## src/rtl/mem_arbiter.sv

```systemverilog
`default_nettype none
// ============================================================================
// Module   : mem_arbiter
// Purpose  : Round-robin arbiter that shares one single-port memory between
//            NREQ requesters. Only one operation is in flight at a time. The
//            memory-side signals are registered, so they change on the rising
//            edge. Read data or a write acknowledge goes back to the requester
//            that issued the operation.
// Ports    : clk, rst_n            clock, synchronous active-low reset
//            req_valid/req_write   per-requester request and direction
//            req_addr/req_wdata    per-requester fields, packed by index
//            req_ready             accept pulse to the granted requester
//            rsp_valid/rsp_rdata   completion pulse and read data
//            busy                  high while an operation is in progress
//            mem_read/mem_write    memory strobes, high for one cycle
//            mem_addr/mem_data_in  memory address and write data
//            mem_data_out          memory read data, valid one cycle after
//                                  mem_read
// Revision : 1.0 - initial release
// ============================================================================
module mem_arbiter #(
    parameter int NREQ   = 2,
    parameter int ADDR_W = 5,
    parameter int DATA_W = 8
) (
    input  logic                     clk,
    input  logic                     rst_n,
    input  logic [NREQ-1:0]          req_valid,
    input  logic [NREQ-1:0]          req_write,
    input  logic [NREQ*ADDR_W-1:0]   req_addr,
    input  logic [NREQ*DATA_W-1:0]   req_wdata,
    output logic [NREQ-1:0]          req_ready,
    output logic [NREQ-1:0]          rsp_valid,
    output logic [DATA_W-1:0]        rsp_rdata,
    output logic                     busy,
    output logic                     mem_read,
    output logic                     mem_write,
    output logic [ADDR_W-1:0]        mem_addr,
    output logic [DATA_W-1:0]        mem_data_in,
    input  logic [DATA_W-1:0]        mem_data_out
);

    localparam int c_ID_W = (NREQ > 1) ? $clog2(NREQ) : 1;

    localparam logic [1:0] c_IDLE    = 2'd0;
    localparam logic [1:0] c_ISSUE   = 2'd1;
    localparam logic [1:0] c_CAPTURE = 2'd2;
    localparam logic [1:0] c_RESP    = 2'd3;

    // The pointer holds the last granted requester. Resetting it to NREQ-1
    // makes requester 0 the first candidate in the search.
    localparam logic [c_ID_W-1:0] c_PTR_RST = c_ID_W'(NREQ - 1);

    logic [1:0]        r_state;
    logic [c_ID_W-1:0] r_ptr;
    logic [c_ID_W-1:0] r_id;
    logic              r_write;

    logic              w_grant_found;
    logic [c_ID_W-1:0] w_grant_id;
    logic              w_grant_write;
    logic [ADDR_W-1:0] w_grant_addr;
    logic [DATA_W-1:0] w_grant_wdata;
    logic [NREQ-1:0]   w_id_onehot;

    // Requester index that is `step` positions after `base`, modulo NREQ.
    function automatic logic [c_ID_W-1:0] f_rot(input logic [c_ID_W-1:0] base,
                                                input int step);
        return c_ID_W'((int'(base) + step) % NREQ);
    endfunction

    // Scan from lowest to highest priority, so the last hit wins. Offset 1
    // from the pointer has the highest priority, and the pointer itself has
    // the lowest.
    always_comb begin
        w_grant_found = 1'b0;
        w_grant_id    = '0;
        for (int k = NREQ; k >= 1; k--) begin
            if (req_valid[f_rot(r_ptr, k)]) begin
                w_grant_found = 1'b1;
                w_grant_id    = f_rot(r_ptr, k);
            end
        end
    end

    assign w_grant_write = req_write[w_grant_id];
    assign w_grant_addr  = req_addr[int'(w_grant_id)*ADDR_W +: ADDR_W];
    assign w_grant_wdata = req_wdata[int'(w_grant_id)*DATA_W +: DATA_W];
    assign w_id_onehot   = {{(NREQ-1){1'b0}}, 1'b1} << r_id;

    // Ready is combinational. A requester that drops valid before its grant
    // is therefore never accepted.
    always_comb begin
        req_ready = '0;
        if (rst_n && (r_state == c_IDLE) && w_grant_found) begin
            req_ready[w_grant_id] = 1'b1;
        end
    end

    assign busy = (r_state != c_IDLE);

    // mem_addr and mem_data_in act as the operation latch. They keep their
    // values until the next grant.
    always_ff @(posedge clk) begin
        if (!rst_n) begin
            r_state     <= c_IDLE;
            r_ptr       <= c_PTR_RST;
            r_id        <= '0;
            r_write     <= 1'b0;
            rsp_valid   <= '0;
            rsp_rdata   <= '0;
            mem_read    <= 1'b0;
            mem_write   <= 1'b0;
            mem_addr    <= '0;
            mem_data_in <= '0;
        end else begin
            rsp_valid <= '0;
            mem_read  <= 1'b0;
            mem_write <= 1'b0;
            case (r_state)
                c_IDLE: begin
                    if (w_grant_found) begin
                        r_id        <= w_grant_id;
                        r_ptr       <= w_grant_id;
                        r_write     <= w_grant_write;
                        mem_addr    <= w_grant_addr;
                        mem_data_in <= w_grant_wdata;
                        mem_write   <= w_grant_write;
                        mem_read    <= ~w_grant_write;
                        r_state     <= c_ISSUE;
                    end
                end
                c_ISSUE: begin
                    if (r_write) begin
                        rsp_valid <= w_id_onehot;
                        rsp_rdata <= '0;
                        r_state   <= c_RESP;
                    end else begin
                        r_state   <= c_CAPTURE;
                    end
                end
                c_CAPTURE: begin
                    rsp_rdata <= mem_data_out;
                    rsp_valid <= w_id_onehot;
                    r_state   <= c_RESP;
                end
                c_RESP: begin
                    rsp_rdata <= '0;
                    r_state   <= c_IDLE;
                end
                default: begin
                    r_state <= c_IDLE;
                end
            endcase
        end
    end

endmodule
`default_nettype wire

```

## config.mk

```make
export PLATFORM = sky130hd
export DESIGN_NAME = mem_arbiter
export DESIGN_NICKNAME = d
export VERILOG_FILES = /design/src/rtl/mem_arbiter.sv
export SDC_FILE = /design/constraint.sdc
export NUM_CORES = 1
export LEC_CHECK = 0
export BUFFER_PORTS_ARGS = -buffer_cell sky130_fd_sc_hd__buf_2
export CORE_ASPECT_RATIO = 1.2
export CORE_UTILIZATION = 35
export DETAILED_ROUTE_END_ITERATION = 7
export PLACE_DENSITY_LB_ADDON = 0.12
export SLEW_MARGIN = 20
export SYNTH_ARGS = -nofsm -noshare
export SYNTH_HDL_FRONTEND = slang
export SYNTH_SLANG_ARGS = --single-unit
```

## constraint.sdc

```tcl
create_clock -name clk -period 1.5 [get_ports clk]
set_clock_uncertainty 0.1 [all_clocks]
set_input_delay 0.225 -clock clk [delete_from_list [all_inputs] [get_ports clk]]
set_output_delay 0.225 -clock clk [all_outputs]
set_load 0.01 [all_outputs]
```

After elaboration in Yosys (flattened, before gate mapping)
Index checks and enable logic that the tools add are counted.
W data, S select, Z words.
{"block": "word_totals", "output_inout_bits": 28, "regBits": 30, "word_cells": 55, "romBits": 0, "n_memories": 0, "latchBits": 0, "ramBits": 0, "input_bits": 40}
{"block": "classes", "bitwise_logic": 1, "n_eq_ne": 5, "n_mul": 1, "reduce_logical": 9, "mux": 20, "n_div": 0, "magnitude_cmp": 4, "shifts": 3, "add_sub_neg": 2}
{"op": "$pmux W8 S3", "count": 1}
{"op": "$shiftx A16 B5 Y8", "count": 1}
{"op": "$mux W1", "count": 12}
{"op": "$shiftx A10 B5 Y5", "count": 1}
{"op": "$mux W8", "count": 1}
{"op": "$pmux W2 S4", "count": 1}
{"op": "$lt A1 B2 Y1 const B", "count": 3}
{"op": "$mux W2", "count": 3}
{"op": "$eq A2 B2 Y1 const B", "count": 2}
{"op": "$mul A1 B3 Y4 const B", "count": 1}
{"op": "$ne A2 B2 Y1 const B", "count": 2}
{"op": "$pmux W2 S2", "count": 1}
{"op": "$reduce_and A2 Y1", "count": 2}
{"op": "$logic_and A1 B1 Y1", "count": 3}
{"op": "$reduce_and A3 Y1", "count": 1}
{"op": "$reduce_bool A3 Y1", "count": 1}
{"op": "$add A1 B1 Y1 const B", "count": 2}
{"op": "$eq A2 B1 Y1 const B", "count": 1}
{"op": "$logic_not A2 Y1", "count": 1}
{"op": "$reduce_bool A2 Y1", "count": 1}
{"op": "$shl A1 B1 Y2 const A", "count": 1}
{"op": "$demux W1 S1", "count": 1}
{"op": "$ge A1 B1 Y1 const B", "count": 1}
{"op": "$not A1 Y1", "count": 1}

Depth between registers and ports, before layout
{"block": "depth", "word_depth": 10, "depth_mapped": 7, "mapped_depth_nobuf": 5}

Worst setup path after synthesis
Ideal clock, no wire load.
{"block": "synth_path", "path_type": "reg2reg", "from": "register r_state[1]", "to": "register r_state[0]", "period_less_slack_ns": 1.612, "slack_ns": -0.112, "stages_incl_launch_ff": 7, "setup_time_ns": 0.116, "required_time_ns": 1.284, "arrival_ns": 1.397, "path_buffers": 1, "path_cell_list": "dfxtp_1 inv_1 ha_1 buf_2 nor3b_1 a2111oi_0 and3b_1"}
{"block": "synth_between", "elab_chain_cells": 2, "elab_cells_between_ends": 6, "classes_between": "eq/ne (4); mux (1); reduce/logical (1)"}
{"item": "start: declaration", "line": "54", "text": "logic [1:0] r_state;"}
{"item": "start signal: assignment", "line": "106", "text": "r_state <= c_IDLE;"}
{"item": "start signal: assignment", "line": "130", "text": "r_state <= c_ISSUE;"}
{"item": "start signal: assignment", "line": "137", "text": "r_state <= c_RESP;"}
{"item": "$eq A2 B2 Y1 (tied with other cells)", "line": "120", "text": "case (r_state)"}
{"item": "$pmux W2 S4 or $ne A2 B2 Y1 (tied branches)"}
Several ways; a longest one is shown, not always the timed one.
A chain may end at the register's enable or synchronous reset.

Final worst setup path
{"block": "layout_path", "from": "register r_state[1]", "to": "output port req_ready[0]"}
{"block": "layout_between", "elab_chain_cells": 4}
{"item": "$logic_not A2 Y1", "line": "95", "text": "if (rst_n && (r_state == c_IDLE) && w_grant_found) begin"}
{"item": "$logic_and A1 B1 Y1 (2 in series)", "line": "95"}
{"item": "$mux W2", "line": "95"}
{"item": "end: declaration", "line": "32", "text": "output logic [NREQ-1:0] req_ready,"}
No other way between the ends.

==> flow_metrics.env <==
export IMPL_tightest_slew_ps=314
export IMPL_finalSetupTns_ps=-192
export IMPL_clk_latency_ps=290
export IMPL_synth_xor_area_frac=0
export IMPL_synth_area_leaders="dfxtp_1 (46%), a21oi_1 (11%), o21ai_0 (9.1%), nand2_1 (5.1%), a21boi_0 (4.6%)"
export IMPL_max_slew_margin=0.790
export IMPL_setup_violations_final=3
export IMPL_grt_max_degree=20
export IMPL_path_clk_slew_ps=70
export IMPL_dp_hpwl_mm=2.67
export IMPL_async_reset_ff_frac=0
export IMPL_synth_cells=156
export IMPL_cellPowerDensity_nw_per_um2=1830
export IMPL_die_w_um=58.0
export IMPL_hold_class="input port to flop"
export IMPL_cts_buffers=5
export IMPL_cap_violations=0
export IMPL_dr_first_iter_drc_count=57
export IMPL_initial_core_util=0.365
export IMPL_min_to="mem_addr[1]"
export IMPL_avgViaCountPerCell=5.15
export IMPL_synth_top_area_share=0.456
export IMPL_startpoint_type="flop"
export IMPL_cp_slowest_cell="dfxtp_2"
export IMPL_setup_ws_ps=-93.7
export IMPL_row_count=24
export IMPL_cts_path_max_buffers=2
export IMPL_ys_seq_elements=30
export IMPL_gp_congestion=0.746
export IMPL_ant_nets=0
export IMPL_timing_rr_end="r_state[1]"
export IMPL_layout_drive_gt1_share=0.475
export IMPL_synthMuxAreaShare=0.0152
export IMPL_core_um2=3600
export IMPL_fin_crit_sh=1.06
export IMPL_leakage_nw=0.957
export IMPL_synth_seq_area_share=0.456
export IMPL_rsz0062_at_grt="yes"
export IMPL_grt_pass1_wl_mm=6.09
export IMPL_vias=1447
export IMPL_whs_ps=69.3
export IMPL_crit_family="flip-flops"
export IMPL_fp_dieH_um=69.2
export IMPL_grt_busiest_layer="met2"
export IMPL_syn_area_um2=1320
export IMPL_synthTopCellsByCount="dfxtp_1 (30), a21oi_1 (29), o21ai_0 (24), nand2_1 (18), a21boi_0 (8)"
export IMPL_yosysTopAreaCell="dfxtp_1"
export IMPL_rrSetupSlack_ps=-20
export IMPL_drt_pass1_iterations=7
export IMPL_use_met3=0.0336
export IMPL_hold_depth=3
export IMPL_slew_viol_final=0
export IMPL_r2r_start="r_state[1]"
export IMPL_critPathRequiredTime_ps=1170
export IMPL_synth_ff_type="dfxtp_1"
export IMPL_critPathBufInv=2
export IMPL_cp_arrival_ps=1270
export IMPL_violations="design-rule violations, negative setup slack"
export IMPL_yosys_area_share_adder=0.0380
export IMPL_synth_top_family_by_area="compound AO/OA/AOI/OAI gates"
export IMPL_yosysMostFrequentCell="dfxtp_1"
export IMPL_post_drt_wl_per_cell_um=13.7
export IMPL_path_class="flop to output pin"
export IMPL_syn_num_nets=200
export IMPL_worst_setup_path_end_kind="output pin"
export IMPL_grt_overflow_total=0
export IMPL_clock_root_buffer="clkbuf_8"
export IMPL_path_cells="inv_2 > ha_4 > o21a_1 > nand2_2 > nor2_2 > buf_2"
export IMPL_nets=285
export IMPL_htreeDepth=2
export IMPL_power_mw=3.72
export IMPL_hold_buffers=0
export IMPL_path_max_fanout=4
export IMPL_cts_sinks=30
export IMPL_peakVddDrop_mv=0.937
export IMPL_met1_usage=0.215
export IMPL_outcome="complete, but fails checks"
export IMPL_dieArea_um2=4010
export IMPL_critPathMaxStageDelay_ps=320
export IMPL_synth_cell_types=26
export IMPL_nFillCells=367
export IMPL_drt_total_wl_mm=3.84
export IMPL_use_met2=0.351
export IMPL_tritoncts="yes"
export IMPL_grt_pass1_vias=1432
export IMPL_syn_area_per_cell_um2=8.44
export IMPL_grt_antenna_before_repair=0
export IMPL_io_pins=68
export IMPL_crit_cells=6
export IMPL_r2r_cells=7
export IMPL_drc=2
export IMPL_hold_viol=0
export IMPL_synth_compound_area_frac=0.285
export IMPL_grt_use_total=0.195
export IMPL_synth_simple_area_share=0.158
export IMPL_hp_start="req_addr[1]"
export IMPL_io_buffers=67
export IMPL_fmax_mhz=627
export IMPL_synth_edf_count=0
export IMPL_fin_crit_ps=1590
export IMPL_area_growth_pct=54.5
export IMPL_synth_warnings=0
export IMPL_antenna_cells=0
how the worst max path moves through the flow:
stage               startpoint           end  slack [ps]
floorplan           r_state[1]    r_state[0]           8
global placement    r_state[1]  rsp_rdata[5]         -80
detailed placement  r_state[1]  rsp_rdata[6]        -180
CTS                 r_state[0]  req_ready[0]        -150
global route        r_state[1]  req_ready[0]        -160
finish              r_state[1]  req_ready[0]         -90
cells by family (layout without fill, tap and decap cells):
| logic type | Yosys count | in the layout |
|---|---|---|
| fa+ha+maj | 4 | 4 |
| simple gates | 39 | 39 |
| flops | 30 | 30 |
| mux | 2 | 2 |
| compound gates | 67 | 67 |
| buf+inv | 14 | 100 |
flip-flops by register name, summed over array words and instances, names as in the netlist:
register / cells
mem_write: 1
mem_read: 1
r_state: 2
r_id: 1
rsp_valid: 2
r_write: 1
mem_addr: 5
rsp_rdata: 8
mem_data_in: 8
r_ptr: 1
per-stage QoR:
step / instances / setup WS, ps / cell area [µm²] / util
5_1_grt: 281 / -158 / 2030 / 0.564
3_5_place_dp: 259 / -178 / 1750 / 0.485
3_3_place_gp: 259 / -79.8 / 1750 / 0.485
4_1_cts: 275 / -149 / 1950 / 0.541
6_report: 281 / -93.7 / 2030 / 0.564
2_1_floorplan: 156 / 7.54 / 1350 / -
worst min-delay path: stages:
cell,delay (ps)
buf_2,90
nand2_1,40
a21oi_1,50
placed cells by master (no fill, tap or decap), types with 2 or more instances in the layout:
cell type,count
or3_1,2
o21ai_0,21
nor2_1,2
a21oi_1,29
buf_6,5
nand4b_1,5
dfxtp_1,28
buf_2,66
buf_4,17
a21boi_2,2
nor2b_1,3
nand2_1,17
ha_4,3
clkbuf_8,6
a21boi_1,4
a21boi_0,3
dfxtp_2,2
o21ai_1,4
and3_1,2
layout make-up:
type	instances	area, µm²	area share
sequential	30	603	0.297
tap	39	48.8	0.0240
clock inverter	2	12.5	0.00615
inverter	3	18.8	0.00923
timing repair buffer	89	534	0.263
clock buffer	6	82.6	0.0406
multi-input combinational	112	733	0.361
routing by layer:
metal / wire [µm] / share of wire
met1: 1500 / 0.39
met2: 2040 / 0.53
met3: 212 / 0.055
met4: 83 / 0.022
met5: 0 / 0
report_power, final:
part | total, mW | switching [mW] | internal, mW
combinational | 1.91 | 0.955 | 0.956
clock | 0.685 | 0.317 | 0.368
sequential | 1.13 | 0.121 | 1.01
total | 3.72 | 1.39 | 2.33
repair_timing:
| action | 4_1_cts | 5_1_grt |
|---|---|---|
| pin swaps | 6 | 12 |
| endpoints found under the setup margin | 12 | 12 |
| resized for setup | 16 | 14 |
| buffers inserted | 8 | 6 |
(Power assumes the default switching activity.)
